**src/rtl/anton_common_pkg.sv**
```systemverilog
// rtl/anton_common_pkg.sv - shared state encoding and defaults for the neopixel frame scheduler
//
// Purpose: one place for the scheduler FSM encoding and the default widths and
// timeouts, so the top and its counter agree.
// Ports: none (package).

package anton_common;

    localparam int PERIOD_WIDTH_DEF  = 24;
    localparam int START_TIMEOUT_DEF = 16;

    typedef enum logic [2:0] {
        ST_IDLE   = 3'd0,
        ST_START  = 3'd1,
        ST_ARM    = 3'd2,
        ST_STREAM = 3'd3,
        ST_COUNT  = 3'd4
    } sched_state_t;

endpackage

```
**src/rtl/anton_frame_period_counter.sv**
```systemverilog
// rtl/anton_frame_period_counter.sv - loadable saturating frame-period counter with compare
//
// Purpose: counts cycles since the current frame launched and reports when the
// programmed period has been reached.
// Ports:
//   clk, rst  - block clock, asynchronous active-high reset
//   load      - force the count to 1 (asserted on the edge entering a frame launch)
//   inc       - advance the count by one, saturating at all-ones
//   target    - period to compare against
//   reached   - count is at or beyond target

module anton_frame_period_counter
    import anton_common::*;
#(
    parameter int WIDTH = PERIOD_WIDTH_DEF
) (
    input  logic             clk,
    input  logic             rst,
    input  logic             load,
    input  logic             inc,
    input  logic [WIDTH-1:0] target,
    output logic             reached
);

    logic [WIDTH-1:0] count_q;
    logic [WIDTH-1:0] count_d;

    always_comb begin
        count_d = count_q;
        if (load) begin
            count_d = WIDTH'(1);
        end else if (inc && (count_q != {WIDTH{1'b1}})) begin
            count_d = count_q + WIDTH'(1);
        end
    end

    always_ff @(posedge clk or posedge rst) begin
        if (rst) begin
            count_q <= '0;
        end else begin
            count_q <= count_d;
        end
    end

    // ">=" rather than "==" so a frame that overstays in ARM still releases
    // COUNT immediately instead of waiting for the counter to saturate.
    assign reached = (count_q >= target);

endmodule

```
**src/rtl/anton_neopixel_frame_scheduler.sv**
```systemverilog
// rtl/anton_neopixel_frame_scheduler.sv - frame launch, page flip and stream tracking for the neopixel datapath
//
// Purpose: launches each LED frame with a one-cycle syncStart at a programmable
// period, watches neoBusy to completion, flips the display page only at a frame
// launch and records overrun / start-failure sticky flags.
// Optional feature macro: ANTON_FRAME_STATS_EN (frameCount / overrunCount registers).
// Ports:
//   clk6_4mhz, reset - block clock, asynchronous active-high reset
//   enable           - run the frame schedule
//   periodTicks      - cycles between frame launches (0 or 1 = free-running)
//   neoBusy          - streamer busy (data plus reset delay)
//   swapReq          - CPU page-flip request, held until swapAck
//   clearFlags       - clears overrun and startFail
//   syncStart        - registered frame launch pulse
//   bufferSel        - page currently displayed
//   swapAck          - flip applied (coincides with syncStart)
//   overrun          - sticky: period elapsed while streaming
//   startFail        - sticky: neoBusy never rose after a launch
//   frameCount       - frames launched (stats build, else 0)
//   overrunCount     - overrun events (stats build, else 0)

module anton_neopixel_frame_scheduler
    import anton_common::*;
#(
    parameter int PERIOD_WIDTH  = PERIOD_WIDTH_DEF,
    parameter int START_TIMEOUT = START_TIMEOUT_DEF
) (
    input  logic                    clk6_4mhz,
    input  logic                    reset,
    input  logic                    enable,
    input  logic [PERIOD_WIDTH-1:0] periodTicks,
    input  logic                    neoBusy,
    input  logic                    swapReq,
    input  logic                    clearFlags,
    output logic                    syncStart,
    output logic                    bufferSel,
    output logic                    swapAck,
    output logic                    overrun,
    output logic                    startFail,
    output logic [15:0]             frameCount,
    output logic [15:0]             overrunCount
);

    localparam int ARM_W = $clog2(START_TIMEOUT + 1);

    sched_state_t state_q, state_d;
    logic             sync_start_q, sync_start_d;
    logic             swap_ack_q, swap_ack_d;
    logic             buffer_sel_q, buffer_sel_d;
    logic             overrun_q, overrun_d;
    logic             start_fail_q, start_fail_d;
    logic             ovr_frame_q, ovr_frame_d;
    logic [ARM_W-1:0] arm_cnt_q, arm_cnt_d;

    logic overrun_set;
    logic start_fail_set;
    logic period_reached;
    logic free_run;

    assign free_run = (periodTicks[PERIOD_WIDTH-1:1] == '0);

    // Loading on the edge into START makes the count read 1 during START, so
    // COUNT leaves when count == periodTicks and launches land exactly
    // periodTicks cycles apart.
    anton_frame_period_counter #(
        .WIDTH (PERIOD_WIDTH)
    ) u_period (
        .clk     (clk6_4mhz),
        .rst     (reset),
        .load    (state_d == ST_START),
        .inc     (state_q != ST_IDLE),
        .target  (periodTicks),
        .reached (period_reached)
    );

    always_comb begin
        state_d        = state_q;
        ovr_frame_d    = ovr_frame_q;
        arm_cnt_d      = '0;
        overrun_set    = 1'b0;
        start_fail_set = 1'b0;

        case (state_q)
            ST_IDLE: begin
                if (enable) begin
                    state_d = ST_START;
                end
            end
            ST_START: begin
                ovr_frame_d = 1'b0;
                state_d     = ST_ARM;
            end
            ST_ARM: begin
                arm_cnt_d = arm_cnt_q + ARM_W'(1);
                if (!enable) begin
                    state_d = ST_IDLE;
                end else if (neoBusy) begin
                    state_d = ST_STREAM;
                end else if (arm_cnt_q == ARM_W'(START_TIMEOUT - 1)) begin
                    start_fail_set = 1'b1;
                    state_d        = ST_COUNT;
                end
            end
            ST_STREAM: begin
                // ovr_frame_q limits the overrun event to once per frame.
                if (period_reached && !free_run && !ovr_frame_q) begin
                    overrun_set = 1'b1;
                    ovr_frame_d = 1'b1;
                end
                if (!neoBusy) begin
                    if (!enable) begin
                        state_d = ST_IDLE;
                    end else if (ovr_frame_q || overrun_set || free_run) begin
                        state_d = ST_START;
                    end else begin
                        state_d = ST_COUNT;
                    end
                end
            end
            ST_COUNT: begin
                if (!enable) begin
                    state_d = ST_IDLE;
                end else if (free_run || period_reached) begin
                    state_d = ST_START;
                end
            end
            default: begin
                state_d = ST_IDLE;
            end
        endcase

        // Pulses and the page flip are registered from the next state so they
        // are all high exactly during the START cycle.
        sync_start_d = (state_d == ST_START);
        swap_ack_d   = sync_start_d && swapReq;
        buffer_sel_d = buffer_sel_q ^ swap_ack_d;

        // A set event in the same cycle as clearFlags wins.
        overrun_d    = overrun_set    | (overrun_q    & ~clearFlags);
        start_fail_d = start_fail_set | (start_fail_q & ~clearFlags);
    end

    always_ff @(posedge clk6_4mhz or posedge reset) begin
        if (reset) begin
            state_q      <= ST_IDLE;
            sync_start_q <= 1'b0;
            swap_ack_q   <= 1'b0;
            buffer_sel_q <= 1'b0;
            overrun_q    <= 1'b0;
            start_fail_q <= 1'b0;
            ovr_frame_q  <= 1'b0;
            arm_cnt_q    <= '0;
        end else begin
            state_q      <= state_d;
            sync_start_q <= sync_start_d;
            swap_ack_q   <= swap_ack_d;
            buffer_sel_q <= buffer_sel_d;
            overrun_q    <= overrun_d;
            start_fail_q <= start_fail_d;
            ovr_frame_q  <= ovr_frame_d;
            arm_cnt_q    <= arm_cnt_d;
        end
    end

    assign syncStart = sync_start_q;
    assign swapAck   = swap_ack_q;
    assign bufferSel = buffer_sel_q;
    assign overrun   = overrun_q;
    assign startFail = start_fail_q;

`ifdef ANTON_FRAME_STATS_EN
    logic [15:0] frame_count_q, frame_count_d;
    logic [15:0] overrun_count_q, overrun_count_d;

    always_comb begin
        frame_count_d   = frame_count_q + 16'(state_q == ST_START);
        overrun_count_d = overrun_count_q + 16'(overrun_set);
    end

    always_ff @(posedge clk6_4mhz or posedge reset) begin
        if (reset) begin
            frame_count_q   <= '0;
            overrun_count_q <= '0;
        end else begin
            frame_count_q   <= frame_count_d;
            overrun_count_q <= overrun_count_d;
        end
    end

    assign frameCount   = frame_count_q;
    assign overrunCount = overrun_count_q;
`else
    assign frameCount   = 16'd0;
    assign overrunCount = 16'd0;
`endif

endmodule

```
**config.mk**
```make
export PLATFORM = sky130hd
export DESIGN_NAME = anton_neopixel_frame_scheduler
export DESIGN_NICKNAME = d
export VERILOG_FILES = /design/src/rtl/anton_common_pkg.sv /design/src/rtl/anton_frame_period_counter.sv /design/src/rtl/anton_neopixel_frame_scheduler.sv
export SDC_FILE = /design/constraint.sdc
export NUM_CORES = 1
export LEC_CHECK = 0
export BUFFER_PORTS_ARGS = -buffer_cell sky130_fd_sc_hd__buf_2
export CAP_MARGIN = 10
export CORE_MARGIN = 5
export CORE_UTILIZATION = 59
export DETAILED_ROUTE_END_ITERATION = 10
export PLACE_DENSITY = 0.86
export SYNTH_ARGS = -nofsm -noshare
export SYNTH_HDL_FRONTEND = slang
export SYNTH_SLANG_ARGS = --single-unit
export TNS_END_PERCENT = 5
```
**constraint.sdc**
```tcl
create_clock -name clk6_4mhz -period 5.54 [get_ports clk6_4mhz]
set_input_delay 0.831 -clock clk6_4mhz [delete_from_list [all_inputs] [get_ports clk6_4mhz]]
set_output_delay 0.831 -clock clk6_4mhz [all_outputs]
set_load 0.01 [all_outputs]
```
# Word-level counts from Yosys, hierarchy flattened
# Index checks and enable logic that the tools add are counted.
# Widths: inputs -> output; s select.
classes:
  n_addsub: 2
  n_lt_le_gt_ge: 1
  eq_ne: 8
  n_mux: 22
  bitwise_logic: 6
  reduce_logical: 15
op_table:
  columns: ["operator", "n"]
  rows:
  - ["$mux 24", 2]
  - ["$mux 3", 9]
  - ["$add 24x1->24 const B", 1]
  - ["$ge 24x24->1", 1]
  - ["$ne 24x24->1 const B", 1]
  - ["$logic_not 23->1", 1]
  - ["$pmux 3 s5", 1]
  - ["$mux 1", 8]
  - ["$eq 3x1->1 const B", 2]
  - ["$eq 3x2->1 const B", 2]
  - ["$add 5x1->5 const B", 1]
  - ["$eq 5x4->1 const B", 1]
  - ["$mux 5", 1]
  - ["$logic_and 1x1->1", 4]
  - ["$reduce_bool 2->1", 2]
  - ["$eq 3x3->1 const B", 1]
  - ["$logic_not 3->1", 1]
  - ["$logic_or 1x1->1", 3]
  - ["$reduce_bool 3->1", 1]
  - ["$and 1x1->1", 2]
  - ["$logic_not 1->1", 2]
  - ["$ne 2x2->1 const B", 1]
  - ["$or 1x1->1", 2]
  - ["$pmux 1 s2", 1]
  - ["other kinds (3)", 3]
word_totals:
  reg_bits: 38
  in_bits: 30
  out_inout_bits: 37
  word_cells: 63

# Longest topological paths before layout
# Gate-level depths: netlist (run 1).
depth:
  depth_word: 15
  mapped_depth: 9
  ltp_nobuf: 8

# Hierarchy
# From an unflattened synthesis (run 1), not the netlist that was laid out.
unflattened:
  cells_unflattened: 333
  hier_area_um2: 2924.1
by_module_without_submodules:
  columns: ["module", "instances", "cells_each", "area_per_inst_um2"]
  rows:
  - ["anton_frame_period_counter", 1, 221, 1899.3]
  - ["anton_neopixel_frame_scheduler", 1, 112, 1024.7]

# Worst setup path before layout (run 1)
# OpenSTA, ideal clock, no wires.
synth_path:
  path_kind: "input -> register"
  start: "input port periodTicks[23]"
  end: "register u_period.count_q[10]"
  setup_time_ns: 0.119
  t_arrival_ns: 2.360
  path_slack_ns: 3.061
  stages: 9
  n_path_buf: 1
  cell_sequence: "inv_1 > ha_1 > nand4_1 > nor4_1 > a22oi_1 > o2111ai_1 > o211a_1 > buf_6 > nor2_1"
synth_between:
  elab_chain_cells: 14
  word_cells_on_any_way: 19
  cone_classes: "1 x order compare; 1 x eq/ne; 9 x mux; 8 x reduce/logical"
synth_rtl:
  columns: ["element", "line_no", "text"]
  rows:
  - ["from (decl)", "anton_neopixel_frame_scheduler.sv:31", "input logic [PERIOD_WIDTH-1:0] periodTicks,"]
  - ["branches (longest 11 deep; another with $ge 24x24->1)", null, null]
  - ["$pmux 3 s5 *", "anton_neopixel_frame_scheduler.sv:83", "case (state_q)"]
  - ["$eq 3x1->1 *", "anton_neopixel_frame_scheduler.sv:70", ".load (state_d == ST_START),"]
  - ["$mux 24 or $reduce_bool 2->1 (tied branches)", null, null]
  - ["to (signal assigned)", "anton_frame_period_counter.sv:41", "count_q <= count_d;"]
  - ["to (decl)", "anton_frame_period_counter.sv:25", "logic [WIDTH-1:0] count_q;"]
# Every way passes the cells marked *. The select of a mux whose other input is x is not followed.
# A chain may end at the register's enable or synchronous reset.

# Final worst setup path (run 1)
layout_path:
  start: "input port periodTicks[23]"
  end: "register u_period.count_q[3]"
# Same word-level chain as after synthesis.

==> reports/results.ini, run 1 <==
[floorplanning]
start_util = 0.609
fp.dieH_microns = 80.0
core_area_sq_um = 4750
dieArea_sq_um = 6410
fp-row-count = 25
die_width_microns = 80.0
ioPinCount = 67

[critical_path]
slowest_delay_ns = 0.73
r2r-start = u_period.count_q[23]
critPathSlowestCell = o211a_1
critPathKind = in2reg
worst-path-max-fanout = 25
crit_chain = buf_2, inv_1, ha_1, nand4_1, nor4_1, a22oi_1, o2111ai_1, o211a_1, nor3_1
critPathArrivalTime_ns = 3.27
crit_buf_inv = 2
startpoint_type = input port
cp-end-kind = register
critPathRequiredTime_ns = 5.68
crit_path_start = periodTicks[23]
critPathTopFamily = compound AO/OA/AOI/OAI gates

[sta]
setup-violations-final = 0
worst_clock_skew_ns = 0.00874
min_period_over_period = 0.564
fin_tns_setup_ns = 0
finalHoldViolations = 0
max_slew.worst_pin.slew_ns = 0.776
slew_violations = 0
holdWs_ns = 0.469
slew_headroom = 0.482
rsz0062_at_grt = false
min_period_ns = 3.12
clock.fmax_mhz = 320

[route]
drtAntennaViolNets = 0
vias = 2365
wl_microns = 6050
dr.pass1.iters = 5
drc = 0
drt_iter0_markers = 132
wl_per_cell_microns = 13.9
avgViaCountPerCell = 5.44

[synthesis]
synthCells = 330
synth_edf_count = 0
synth_top_cell_by_area = dfrtp_1
ys_async_sr_fraction = 1.00
synth_top_flop_cell = dfrtp_1
yosysWarnings = 0
synth_area_sq_um = 2890
ys_seq_area_frac = 0.329
yosysUniqueCellTypes = 60
synth_common_cells = 38 x dfrtp_1, 38 x nor2_1, 36 x inv_1
yosysTopAreaCellShare = 0.329
synth_area_leaders = dfrtp_1 33%, ha_1 12%, buf_4 8.6%
synth_area_per_cell_sq_um = 8.77
synth-seq-cells = 38

[placement]
dpl.hpwl_microns = 4820
dpl-instance-area_sq_um = 2990
port_buffers = 34
gp_congestion = 0.888

[hold_path]
worstHoldStart = arm_cnt_q[0]
hp-class = reg2reg

[flow_run]
max_cap_violations = 0

[cts]
cts-root-buf = clkbuf_8
clkTransAtPathRegs_ns = 0.08
clkLatencyLatePin_ns = 0.29
ctsHoldBuffers = 0
cts_setup_buffers = 0
cts.repair.resized = 0
cts_tree = built
htreeDepth = 2
clk_path_buf_depth = 2
cts_buffers = 5
cts_sinks = 38

[pwr]
p_leak_uw = 0.00157
vdd_drop_max_mv = 0.184
power.density_nw_per_um2 = 278

[finish]
area_growth_pct = 6.49
nNetsFinal = 424
final_area_sq_um = 3080
n_antenna_cell = 0
layout-drive-gt1-share = 0.158

[outcome]
status = finished, final reports clean

[global_route]
antenna_found_initial = 0
grt_pass1_vias = 2258
grt_start_max_net_pins = 39
grt_usage = 0.208
grt_pass1_wl_microns = 10400
grt_overflow = 0

==> worst register-to-register path, cell delays in order, from the launching register on <==
cell	delay (ns)
dfrtp_1	0.43
ha_1	0.34
nand4_1	0.18
nor4_1	0.53
a22oi_1	0.18
o2111ai_1	0.23
o211a_1	0.73
nor3_1	0.15
==> sequential cells by signal, summed over array words and instances (netlist names) <==
signal and count:
state_q 3, bufferSel 1, swapAck 1, overrun 1, arm_cnt_q 5, startFail 1
ovr_frame_q 1, syncStart 1, u_period.count_q 24
==> worst paths after layout <==
path | endpoint | slack (ns) | cells after the start
max | u_period.count_q[3] | 2.42 | 9
min in group asynchronous | arm_cnt_q[3] | 0.64 | 3
max reg2reg | u_period.count_q[3] | 2.62 | 7
min | arm_cnt_q[0] | 0.47 | 1
max in group asynchronous | swapAck | 4.56 | 3
min reg2reg | arm_cnt_q[0] | 0.47 | 1
==> layer usage <==
layer / routed length [microns] / vias up / global-route usage
li1: - / 1148 / -
met1: 2640 / 1118 / 0.269
met2: 2760 / 89 / 0.325
met3: 556 / 10 / 0.0576
met4: 89 / 0 / 0.0845
met5: 0 / - / 0
==> stage by stage <==
| step | power, uW | std cells | utilization | setup slack, ns |
|---|---|---|---|---|
| global placement | 648 | 427 | 0.629 | 2.18 |
| finish | 857 | 435 | 0.648 | 2.42 |
| floorplan | 619 | 361 | - | 3.06 |
| detailed placement | 661 | 427 | 0.629 | 2.14 |
| global route | 923 | 435 | 0.648 | 2.20 |
| CTS | 860 | 435 | 0.648 | 2.47 |
==> area by class of cell <==
type	instances	area, sq um
clock buffers	7	86.3
clock inverters	1	5.00
fillers	429	1670
inverters	36	135
multi-input cells	251	1640
flip-flops and latches	38	951
well taps	67	83.8
repair buffers	35	178
==> report_power, final <==
part | switching (uW) | internal, uW | total, uW
Sequential | 56.2 | 320 | 377
Clock | 96.8 | 100 | 197
Combinational | 166 | 117 | 283
==> layout by cell type (no fill, tap or decap), types with 9 or more instances in the layout <==
cell     count
nor4_1       9
xor2_1      11
ha_1        27
nand2_1     22
buf_2       34
xnor2_1     11
a21oi_1     12
nor2_1      38
inv_1       36
nand4_1      9
dfrtp_1     38
conb_1      32
o21ai_0     10
==> logic make-up (layout without fill, tap and decap cells) <==
kind of cell / after synthesis / after routing / synth area share
AOI/OAI and AO/OA: 47 / 47 / 0.118
other: 1 / 32 / 0.00130
buffers and inverters: 72 / 79 / 0.144
DFF: 38 / 38 / 0.329
adders and majority gates: 28 / 28 / 0.120
xor gates and xnor gates: 22 / 22 / 0.0666
muxes: 2 / 2 / 0.00735
and+or+nand+nor: 120 / 120 / 0.214
Note: power is estimated with default switching activity, not from simulation.
==> run 2, diff against run 1 <==
--- a/config.mk
+++ b/config.mk
@@ -8,9 +8,9 @@
 export BUFFER_PORTS_ARGS = -buffer_cell sky130_fd_sc_hd__buf_2
 export CAP_MARGIN = 10
 export CORE_MARGIN = 5
-export CORE_UTILIZATION = 59
+export CORE_UTILIZATION = 55
 export DETAILED_ROUTE_END_ITERATION = 10
-export PLACE_DENSITY = 0.86
+export PLACE_DENSITY = 0.81
 export SYNTH_ARGS = -nofsm -noshare
 export SYNTH_HDL_FRONTEND = slang
 export SYNTH_SLANG_ARGS = --single-unit
==> constraint.sdc (replaced) <==
create_clock -name clk6_4mhz -period 2.95 [get_ports clk6_4mhz]
set_input_delay 0.4425 -clock clk6_4mhz [delete_from_list [all_inputs] [get_ports clk6_4mhz]]
set_output_delay 0.4425 -clock clk6_4mhz [all_outputs]
set_load 0.01 [all_outputs]
==> reports/results.ini, run 2 (same netlist as run 1, synthesis figures left out) <==
[finish]
final_cell_count_no_fill = 440
area_growth_pct = 8.91
layout-drive-gt1-share = 0.165
n_antenna_cell = 0
reg.largest.list = u_period.count_q (24), arm_cnt_q (5), state_q (3)
nNetsFinal = 426
largest-register = u_period.count_q
largest_reg_flops = 24
fillers = 440
final_cell_mix = 38 x nor2_1, 38 x dfrtp_1, 36 x inv_1, 34 x buf_2, 32 x conb_1

[critical_path]
crit_buf_inv = 1
crit_chain = ha_1, nand4_1, nor4_1, a22oi_1, o2111ai_1, o211a_1, buf_4, nor3_1
cp-end-kind = register
r2r_cells = 8
worst-path-max-fanout = 18
r2r_slack_ns = 0.37
critPathRequiredTime_ns = 3.11
startpoint_type = register
slowest_delay_ns = 0.53
r2r-start = u_period.count_q[23]
critPathSlowestCell = nor4_1
rr_endpoint = u_period.count_q[3]
critPathArrivalTime_ns = 2.74
critPathTopFamily = simple AND/OR/NAND/NOR gates
critPathKind = reg2reg

[cts]
cts_buffers = 5
cts-root-buf = clkbuf_8
clk_path_buf_depth = 2
cts.repair.resized = 0
clkTransAtPathRegs_ns = 0.08
cts_tree = built
cts_setup_buffers = 0
clkLatencyLatePin_ns = 0.29
htreeDepth = 2
cts_sinks = 38
ctsHoldBuffers = 0

[route]
drc = 0
wl_microns = 6270
avgViaCountPerCell = 5.27
vias = 2320
drt_iter0_markers = 174
drtAntennaViolNets = 0
wl_per_cell_microns = 14.3
dr.pass1.iters = 4

[sta]
min_period_ns = 2.58
slew_violations = 0
clock.fmax_mhz = 388
worst_clock_skew_ns = 0.00927
rsz0062_at_grt = false
min_period_over_period = 0.873
fin_tns_setup_ns = 0
setup-violations-final = 0
max_slew.worst_pin.slew_ns = 0.639
slew_headroom = 0.572
finalHoldViolations = 0
finalWorstSetupSlack_ns = 0.375

[global_route]
grt_overflow = 0
use_met1 = 0.274
grt_start_max_net_pins = 39
grt_util_met2 = 0.341
grt_pass1_wl_microns = 10700
antenna_found_initial = 0
top_usage_layer = met2
grt_usage = 0.205
gr-usage-met3 = 0.0358
grt_pass1_vias = 2321

[hold_path]
hp-class = in2async

[flow_run]
max_cap_violations = 0

[placement]
dpl.hpwl_microns = 5030
port_buffers = 34
place_ws_ns = 0.294
gp_congestion = 0.847
dp.cells = 432

[floorplanning]
fp.dieH_microns = 82.5
ioPinCount = 67
fp-row-count = 26
core_area_sq_um = 5110
die_width_microns = 82.5
start_util = 0.567
dieArea_sq_um = 6810

[outcome]
status = finished, final reports clean

[pwr]
power.density_nw_per_um2 = 576
p_leak_uw = 0.00160
vdd_drop_max_mv = 0.293

[run 2: how the worst max path moves through the flow]
stage                         start  slack (ns)  depth (start not counted)              endpoint
2_1_floorplan       periodTicks[23]        0.86                          9  u_period.count_q[11]
3_3_place_gp        periodTicks[23]        0.32                         10   u_period.count_q[3]
3_5_place_dp        periodTicks[23]        0.29                         10   u_period.count_q[3]
4_1_cts        u_period.count_q[23]        0.40                          8   u_period.count_q[3]
5_1_grt        u_period.count_q[23]        0.15                          8   u_period.count_q[3]
6_report       u_period.count_q[23]        0.37                          8   u_period.count_q[3]
[run 2: tightest hold or removal path, delay by kind of cell]
| kind | cells | cell delay [ns] |
|---|---|---|
| buffers and inverters | 3 | 0.55 |
[run 2: per-layer routing]
| metal | part of all wire | up-vias | wire length, microns |
|---|---|---|---|
| li1 | - | 1152 | - |
| met1 | 0.44 | 1092 | 2770 |
| met2 | 0.48 | 68 | 2990 |
| met3 | 0.066 | 8 | 411 |
| met4 | 0.015 | 0 | 93 |
| met5 | 0 | - | 0 |
[run 2: cell type report]
| class | count | area (sq um) | area share |
|---|---|---|---|
| Clock buffer | 6 | 82.6 | 0.0262 |
| Clock inverter | 2 | 60.1 | 0.0191 |
| Inverter | 36 | 135 | 0.0429 |
| Multi-Input combinational cell | 251 | 1640 | 0.521 |
| Sequential cell | 38 | 951 | 0.302 |
| Tap cell | 70 | 87.6 | 0.0278 |
| Timing Repair Buffer | 37 | 193 | 0.0611 |
[run 2: metrics by stage]
step	hold WS (ns)	utilization	total power [uW]	instance area, sq um
2_1_floorplan	0.433	-	1160	3010
3_3_place_gp	0.453	0.589	1240	3010
3_5_place_dp	0.459	0.589	1270	3010
4_1_cts	0.268	0.617	1820	3150
5_1_grt	0.297	0.617	1940	3150
6_report	0.252	0.617	1820	3150
[run 2: report_power, final]
part | switching, uW | internal [uW] | total, uW
Sequential | 104 | 601 | 705
Clock | 194 | 361 | 555
Combinational | 322 | 234 | 556
Total | 620 | 1200 | 1820
